==> config.mk <==
export PLATFORM = sky130hd
export DESIGN_NAME = ysyx_041461_mul_ctrl
export DESIGN_NICKNAME = d
export VERILOG_FILES = /design/src/rtl/ysyx_041461_mul_ctrl.sv
export SDC_FILE = /design/constraint.sdc
export NUM_CORES = 1
export LEC_CHECK = 0
export BUFFER_PORTS_ARGS = -buffer_cell sky130_fd_sc_hd__buf_2
export CAP_MARGIN = 30
export CORE_AREA = 3 3 181 183
export DETAILED_ROUTE_END_ITERATION = 8
export DIE_AREA = 0 0 184 186
export GPL_TIMING_DRIVEN = 0
export PLACE_DENSITY_LB_ADDON = 0.3
export SYNTH_ARGS = -nofsm -noshare
export SYNTH_HDL_FRONTEND = slang
export SYNTH_SLANG_ARGS = --single-unit
==> constraint.sdc <==
create_clock -name clk -period 2.5 [get_ports clk]
set_clock_uncertainty 0.1 [all_clocks]
set_input_delay 0.5 -clock clk [delete_from_list [all_inputs] [get_ports clk]]
set_output_delay 0.5 -clock clk [all_outputs]
set_load 0.02 [all_outputs]
==> src/rtl/ysyx_041461_mul_ctrl.sv <==
// Execute-stage multiply controller: latches one M-extension op, handshakes with the multiplier, then holds the selected result.
// Optional build macro YSYX_041461_MUL_ZERO_BYPASS_EN: zero operands skip the multiplier and complete directly with 0.
module ysyx_041461_mul_ctrl #(
    parameter int XLEN = 64
) (
    input  logic            clk,
    input  logic            rst,
    input  logic            ex_valid,
    input  logic [2:0]      ex_op,
    input  logic [XLEN-1:0] ex_src1,
    input  logic [XLEN-1:0] ex_src2,
    input  logic            ex_flush,
    output logic            ex_stall,
    output logic            out_valid,
    input  logic            out_ready,
    output logic [XLEN-1:0] out_result,
    output logic            mul_valid_in,
    output logic            mul_flush,
    output logic            mul_mulw,
    output logic [1:0]      mul_signed,
    output logic [XLEN-1:0] mul_multiplicand,
    output logic [XLEN-1:0] mul_multiplier,
    input  logic            mul_ready,
    input  logic            mul_valid_out,
    input  logic [XLEN-1:0] mul_result_hi,
    input  logic [XLEN-1:0] mul_result_lo
);

    typedef enum logic [1:0] {
        ST_IDLE = 2'd0,
        ST_REQ  = 2'd1,
        ST_BUSY = 2'd2,
        ST_DONE = 2'd3
    } state_e;

    localparam logic [2:0] OP_MUL    = 3'b000;
    localparam logic [2:0] OP_MULH   = 3'b001;
    localparam logic [2:0] OP_MULHSU = 3'b010;
    localparam logic [2:0] OP_MULHU  = 3'b011;
    localparam logic [2:0] OP_MULW   = 3'b100;

    // Operand signedness {multiplicand, multiplier}; undefined encodings behave as MUL.
    function automatic logic [1:0] op_signed(input logic [2:0] op);
        logic [1:0] sgn;
        case (op)
            OP_MULHSU: sgn = 2'b10;
            OP_MULHU:  sgn = 2'b00;
            default:   sgn = 2'b11;
        endcase
        return sgn;
    endfunction

    function automatic logic op_is_word(input logic [2:0] op);
        logic w;
        case (op)
            OP_MULW: w = 1'b1;
            default: w = 1'b0;
        endcase
        return w;
    endfunction

    function automatic logic [XLEN-1:0] op_select(input logic [2:0]      op,
                                                  input logic [XLEN-1:0] hi,
                                                  input logic [XLEN-1:0] lo);
        logic [XLEN-1:0] res;
        case (op)
            OP_MUL:    res = lo;
            OP_MULH:   res = hi;
            OP_MULHSU: res = hi;
            OP_MULHU:  res = hi;
            OP_MULW:   res = {{(XLEN-32){lo[31]}}, lo[31:0]};
            default:   res = lo;
        endcase
        return res;
    endfunction

    state_e          state_q, state_d;
    logic [2:0]      op_q, op_d;
    logic [XLEN-1:0] src1_q, src1_d;
    logic [XLEN-1:0] src2_q, src2_d;
    logic [1:0]      signed_q, signed_d;
    logic            mulw_q, mulw_d;
    logic [XLEN-1:0] result_q, result_d;
    logic            valid_in_q, valid_in_d;
    logic            flush_q, flush_d;
    logic            out_valid_q, out_valid_d;

    logic            accept_s;
    logic            bypass_s;
    logic            capture_s;
    logic            abort_s;
    logic            zero_op_s;

    assign zero_op_s = (ex_src1 == {XLEN{1'b0}}) || (ex_src2 == {XLEN{1'b0}});

    // Next-state decode; flush is tested first in every busy state so it wins over any handshake.
    always_comb begin
        state_d   = state_q;
        accept_s  = 1'b0;
        bypass_s  = 1'b0;
        capture_s = 1'b0;
        abort_s   = 1'b0;
        case (state_q)
            ST_IDLE: begin
                if (ex_valid && !ex_flush) begin
                    accept_s = 1'b1;
`ifdef YSYX_041461_MUL_ZERO_BYPASS_EN
                    if (zero_op_s) begin
                        bypass_s = 1'b1;
                        state_d  = ST_DONE;
                    end else begin
                        state_d  = ST_REQ;
                    end
`else
                    state_d = ST_REQ;
`endif
                end else begin
                    state_d = ST_IDLE;
                end
            end
            ST_REQ: begin
                if (ex_flush) begin
                    abort_s = 1'b1;
                    state_d = ST_IDLE;
                end else if (mul_ready) begin
                    state_d = ST_BUSY;
                end else begin
                    state_d = ST_REQ;
                end
            end
            ST_BUSY: begin
                if (ex_flush) begin
                    abort_s = 1'b1;
                    state_d = ST_IDLE;
                end else if (mul_valid_out) begin
                    capture_s = 1'b1;
                    state_d   = ST_DONE;
                end else begin
                    state_d = ST_BUSY;
                end
            end
            ST_DONE: begin
                if (ex_flush || out_ready) begin
                    state_d = ST_IDLE;
                end else begin
                    state_d = ST_DONE;
                end
            end
            default: begin
                state_d = ST_IDLE;
            end
        endcase
    end

    // Stall EXU while an op is held, except in the cycle downstream takes the result.
    always_comb begin
        ex_stall = 1'b0;
        if (state_q == ST_IDLE) begin
            ex_stall = ex_valid && !ex_flush;
        end else begin
            ex_stall = !((state_q == ST_DONE) && out_ready);
        end
    end

    // Datapath next values: operands latch on accept, result on capture or zero bypass.
    always_comb begin
        op_d     = op_q;
        src1_d   = src1_q;
        src2_d   = src2_q;
        signed_d = signed_q;
        mulw_d   = mulw_q;
        result_d = result_q;
        if (accept_s) begin
            op_d     = ex_op;
            src1_d   = ex_src1;
            src2_d   = ex_src2;
            signed_d = op_signed(ex_op);
            mulw_d   = op_is_word(ex_op);
        end else begin
            op_d = op_q;
        end
        if (bypass_s) begin
            result_d = {XLEN{1'b0}};
        end else if (capture_s) begin
            result_d = op_select(op_q, mul_result_hi, mul_result_lo);
        end else begin
            result_d = result_q;
        end
        // Handshake outputs are registered copies of the upcoming state.
        valid_in_d  = (state_d == ST_REQ);
        out_valid_d = (state_d == ST_DONE);
        flush_d     = abort_s;
    end

    // State and output registers with synchronous active-low reset.
    always_ff @(posedge clk) begin
        if (!rst) begin
            state_q     <= ST_IDLE;
            op_q        <= 3'b000;
            src1_q      <= {XLEN{1'b0}};
            src2_q      <= {XLEN{1'b0}};
            signed_q    <= 2'b00;
            mulw_q      <= 1'b0;
            result_q    <= {XLEN{1'b0}};
            valid_in_q  <= 1'b0;
            flush_q     <= 1'b0;
            out_valid_q <= 1'b0;
        end else begin
            state_q     <= state_d;
            op_q        <= op_d;
            src1_q      <= src1_d;
            src2_q      <= src2_d;
            signed_q    <= signed_d;
            mulw_q      <= mulw_d;
            result_q    <= result_d;
            valid_in_q  <= valid_in_d;
            flush_q     <= flush_d;
            out_valid_q <= out_valid_d;
        end
    end

    assign out_valid        = out_valid_q;
    assign out_result       = result_q;
    assign mul_valid_in     = valid_in_q;
    assign mul_flush        = flush_q;
    assign mul_mulw         = mulw_q;
    assign mul_signed       = signed_q;
    assign mul_multiplicand = src1_q;
    assign mul_multiplier   = src2_q;

endmodule

== Word-level counts from Yosys, hierarchy flattened ==
Index checks and enable logic that the tools add are counted.
W data, S select, Z words.

* Bits in registers: 203
* Word-level logic and storage cells: 48

* Equality and inequality tests: 12
* Reduce and logical (&&, ||, !) cells: 9
* Muxes and demuxes: 17

{| class="wikitable"
|+ Operators by type and width
! kind !! count
|-
| $pmux W64 S2 || 1
|-
| $eq A3 B2 Y1 const B || 4
|-
| $mux W1 || 10
|-
| $mux W2 || 4
|-
| $pmux W2 S4 || 1
|-
| $eq A2 B2 Y1 const B || 3
|-
| $eq A3 B3 Y1 const B || 2
|-
| $eq A2 B1 Y1 const B || 2
|-
| $pmux W2 S2 || 1
|-
| $eq A3 B1 Y1 const B || 1
|-
| $reduce_or A3 Y1 || 1
|-
| $logic_and A1 B1 Y1 || 2
|-
| $logic_not A1 Y1 || 2
|-
| $logic_not A2 Y1 || 1
|-
| $reduce_and A2 Y1 || 1
|-
| $reduce_or A2 Y1 || 1
|-
| $logic_or A1 B1 Y1 || 1
|}

== Depth between registers and ports, before layout ==
* Depth after elaboration: 5
* Gate-level depth with buffers: 8

== Worst setup path before layout ==
No wires, ideal clock.

* Path type: flip-flop to output port
* Start point: register state_q[0]
* End point: output port ex_stall
* Cell stages (with the launch flop): 7
* Arrival time: 1.149 ns
* Slack: 0.751 ns
* Buffers on the path: 2
* Cells stage by stage: dfxtp_1 inv_1 ha_1 nand3b_1 buf_4 buf_2 nand2_1

* Longest elaborated chain between the ends: 4
* Elaborated cells on any way between the ends: 5
* Those cells by class: 1 x eq/ne; 1 x mux; 3 x reduce/logical

{| class="wikitable"
|+ Ends and longest elaborated chain
! item !! RTL line !! source
|-
| start: declaration || 77 || <nowiki>state_e state_q, state_d;</nowiki>
|-
| start signal: assignment || 209 || <nowiki>state_q <= state_d;</nowiki>
|-
| $eq A2 B2 Y1 || 161 || <nowiki>ex_stall = !((state_q == ST_DONE) && out_ready);</nowiki>
|-
| $logic_and A1 B1 Y1 || 161 ||
|-
| $logic_not A1 Y1 || 161 ||
|-
| $mux W1 * || 158 || <nowiki>if (state_q == ST_IDLE) begin</nowiki>
|-
| end: declaration || 13 || <nowiki>output logic ex_stall,</nowiki>
|}

Every way passes the cells marked *; elsewhere a longest branch is shown, timed or not.

== Worst setup path in the final report ==
Same ends and word-level chain as after synthesis.

==> impl_results.md <==
* Clk sinks at 203
* IO Pins at 465
* Fin crit period at approximately 2.4 ns
* Synth warn at 0
* Static Leak at 5.64 nW
* Die Y at 186 um
* Pwr per Cell Area at 681 nW/um^2
* Mapped Cells at 976
* # hold bufs at CTS at 0
* Slowest CP cell: dfxtp_1
* Critical-path cell list: inv_1 > ha_1 > nand3b_1 > buf_6 > nand2_1 > buf_2
* RSZ-0062 raised after global routing: no
* Layout area overhead at 45.2%
* Clock Tree Buf Depth at 3
* Cell area after synthesis at 8080 um^2
* Min Hold Slack at 0.121 ns
* CTS tree: built
* Cell variety after synth at 33
* Number of failing hold endpoints at the final stage at 0
* Commonest cells after routing, fill and taps aside: buf_2, nand2_1, dfxtp_1
* Crit path from: state_q[0]
* Global-route wire length before repair at 45,600 um
* GRT overflow at 0
* Die Area at around 34,000 um^2
* # Max-Cap Violations at 0
* Max Transition Viols Final at 0
* Family with the most delay on the worst path: buffers and inverters
* Hold Crit Class: input port to register
* Crit Path Max Fanout at 18
* Crit path DAT at 1.76 ns
* Syn_area_per_cell at 8.28 um^2
* Setup Crit Path Kind: register to primary output
* Outcome: complete, no violations
* RR Startpoint: state_q[0]
* Seq/Total Area, Yosys at 50.3%
* Slowest cell delay on critical path at about 0.36 ns
* Setup TNS at 0 ns
* Core footprint at 31,400 um^2
* Detailed Place HPWL at 24,600 um
* DP Cell Count at between 1,500 and 2,000
* Net Count, Synth at ~1,200
* Setup-failing EPs final at 0
* Residual DRC count at 0
* Port Buffers at ~460
* Buffers plus inverters on the worst setup path at 3
* Worst setup EP type: primary output
* Hold Path Origin: ex_src1[31]
* Share of layout cells above drive strength 1 at 39.5%
* Commonest non-fill, non-tap cell in the layout: buf_2
* WL final at 30,800 um
* Clk Latency, worst-skew pair at 0.51 ns
* Headroom to the max-slew limit at a little over half
* Row count at 65
* Tcrit/Tclk final at 94.4%
* Fin cells at 1,882
* VDD IR max at 0.394 mV
* Initial Utilization at about 26%
* Min setup slack post-route at roughly 0.14 ns
* Worst slew pin tran at 0.678 ns
* Crit start category: register
* Synthesized flop and latch total at roughly 200
* FMAX at 424 MHz
* Post-DRT Antenna Nets at 0
* Vias/cell at 4.56
* Final net count at 1,734
* Vias at 8,578
* Gpl congestion at between 0.8 and 0.9
* DRT iter0 DRCs at approximately 240
* Worst EP required at 1.90 ns
* Total GRT Usage at 16.7%
* Largest net degree at the start of global routing at 19
* Clk slew on worst S/H paths at around 0.06 ns
* Detailed-router iteration count before antenna repair at 4
* Final core occ at 37.4%
* H-tree Lvls at 1
* WL/cell at 16.4 um
* Pre-CTS setup slack at 0.226 ns
* Die Wd at 184 um
* Vias in the first global route at 8,456
* Initial antenna violation count at 3
* Clk root buf: clkbuf_16
* CTS Buf Count at 24
## metal layers
metal	global-route usage, %	wire (um)	up-vias
met1	19.0	12200	3920
met4	4.26	639	4
met2	30.7	15100	342
met5	0	27	-
li1	-	-	4264
met3	5.02	2850	48
## registers in the layout (all words and copies together), names as in the netlist
name	flops
mul_multiplicand	64
mul_multiplier	64
out_result	64
op_q	3
mul_signed	2
state_q	2
mul_flush	1
mul_mulw	1
mul_valid_in	1
out_valid	1
## cell type report
| type | instances | area, um^2 |
|---|---|---|
| Buffer | 81 | 448 |
| Antenna cell | 1 | 2.50 |
| Inverter | 3 | 11.3 |
| Multi-Input combinational cell | 688 | 3560 |
| Clock buffer | 34 | 719 |
| Sequential cell | 203 | 4060 |
| Fill cell | 3419 | 19700 |
| Clock inverter | 7 | 110 |
| Tap cell | 402 | 503 |
| Timing Repair Buffer | 463 | 2320 |
## worst reg2reg max path, stage by stage, from the launching register on
cell	delay (ns)
dfxtp_1	0.33
inv_1	0.08
ha_1	0.23
nand3b_1	0.25
a31oi_2	0.38
buf_2	0.29
a31oi_1	0.11
## kinds of logic (layout without fill, tap and decap cells)
group                    after synthesis  count (layout)  share of synthesized area, %
buffers and inverters                 85             588                          5.70
flip-flops                           203             203                          50.3
AND/OR/NAND/NOR                      378             378                          18.4
AO/OA/AOI/OAI                        306             306                          25.0
adder cells (fa/ha/maj)                4               4                         0.619
other                                  0               1                             0
## worst paths after layout
| check | cells after the start | slack (ns) | endpoint |
|---|---|---|---|
| worst max-delay path | 6 | 0.14 | ex_stall |
| worst min-delay path | 3 | 0.12 | mul_multiplicand[31] |
| worst max register to register | 6 | 0.59 | out_result[61] |
| worst min register to register | 2 | 0.35 | mul_multiplicand[27] |
## through the flow
step	total power, mW	cell area, um^2
floorplan	3.95	8080
global placement	4.41	10900
detailed placement	4.42	10900
CTS	8.09	11700
global route	8.33	11700
finish	7.99	11700
## synthesized netlist by cell type
cell | instances | area (um^2)
a211oi_1 | 1 | 7.51
nand3b_1 | 2 | 15.0
a21boi_2 | 10 | 113
buf_6 | 8 | 90.1
and3_1 | 1 | 6.26
nor2_1 | 2 | 7.51
o21bai_1 | 1 | 7.51
o21a_1 | 1 | 7.51
buf_4 | 6 | 45.0
buf_2 | 47 | 235
inv_1 | 3 | 11.3
a21o_1 | 1 | 7.51
nand3_1 | 2 | 10.0
and2b_1 | 1 | 7.51
nand2b_1 | 2 | 12.5
and3b_1 | 2 | 17.5
nor2b_1 | 1 | 6.26
o211a_1 | 2 | 20.0
nand2_2 | 10 | 62.6
clkbuf_1 | 21 | 78.8
a21oi_1 | 2 | 10.0
o311a_1 | 1 | 10.0
a311oi_1 | 1 | 8.76
nor3_2 | 1 | 10.0
nand2_1 | 353 | 1330
ha_1 | 4 | 50.1
and2_1 | 1 | 6.26
o21ai_0 | 97 | 485
a31oi_2 | 1 | 12.5
a21boi_1 | 122 | 916
a31oi_1 | 65 | 407
o21ba_2 | 1 | 10.0
dfxtp_1 | 203 | 4060
## what timing repair did
item / in CTS / in global routing
gates resized for setup: 0 / 1
setup endpoints to repair: 1 / 1
setup buffers: 0 / 0
## report_power, final
group | switching, mW | internal [mW] | leakage [nW]
registers | 0.0535 | 3.34 | 1.65
clock network | 1.37 | 2.29 | 0.413
logic | 0.551 | 0.390 | 3.57
total | 1.97 | 6.02 | 5.64
Note: power is estimated with default switching activity, not from simulation.
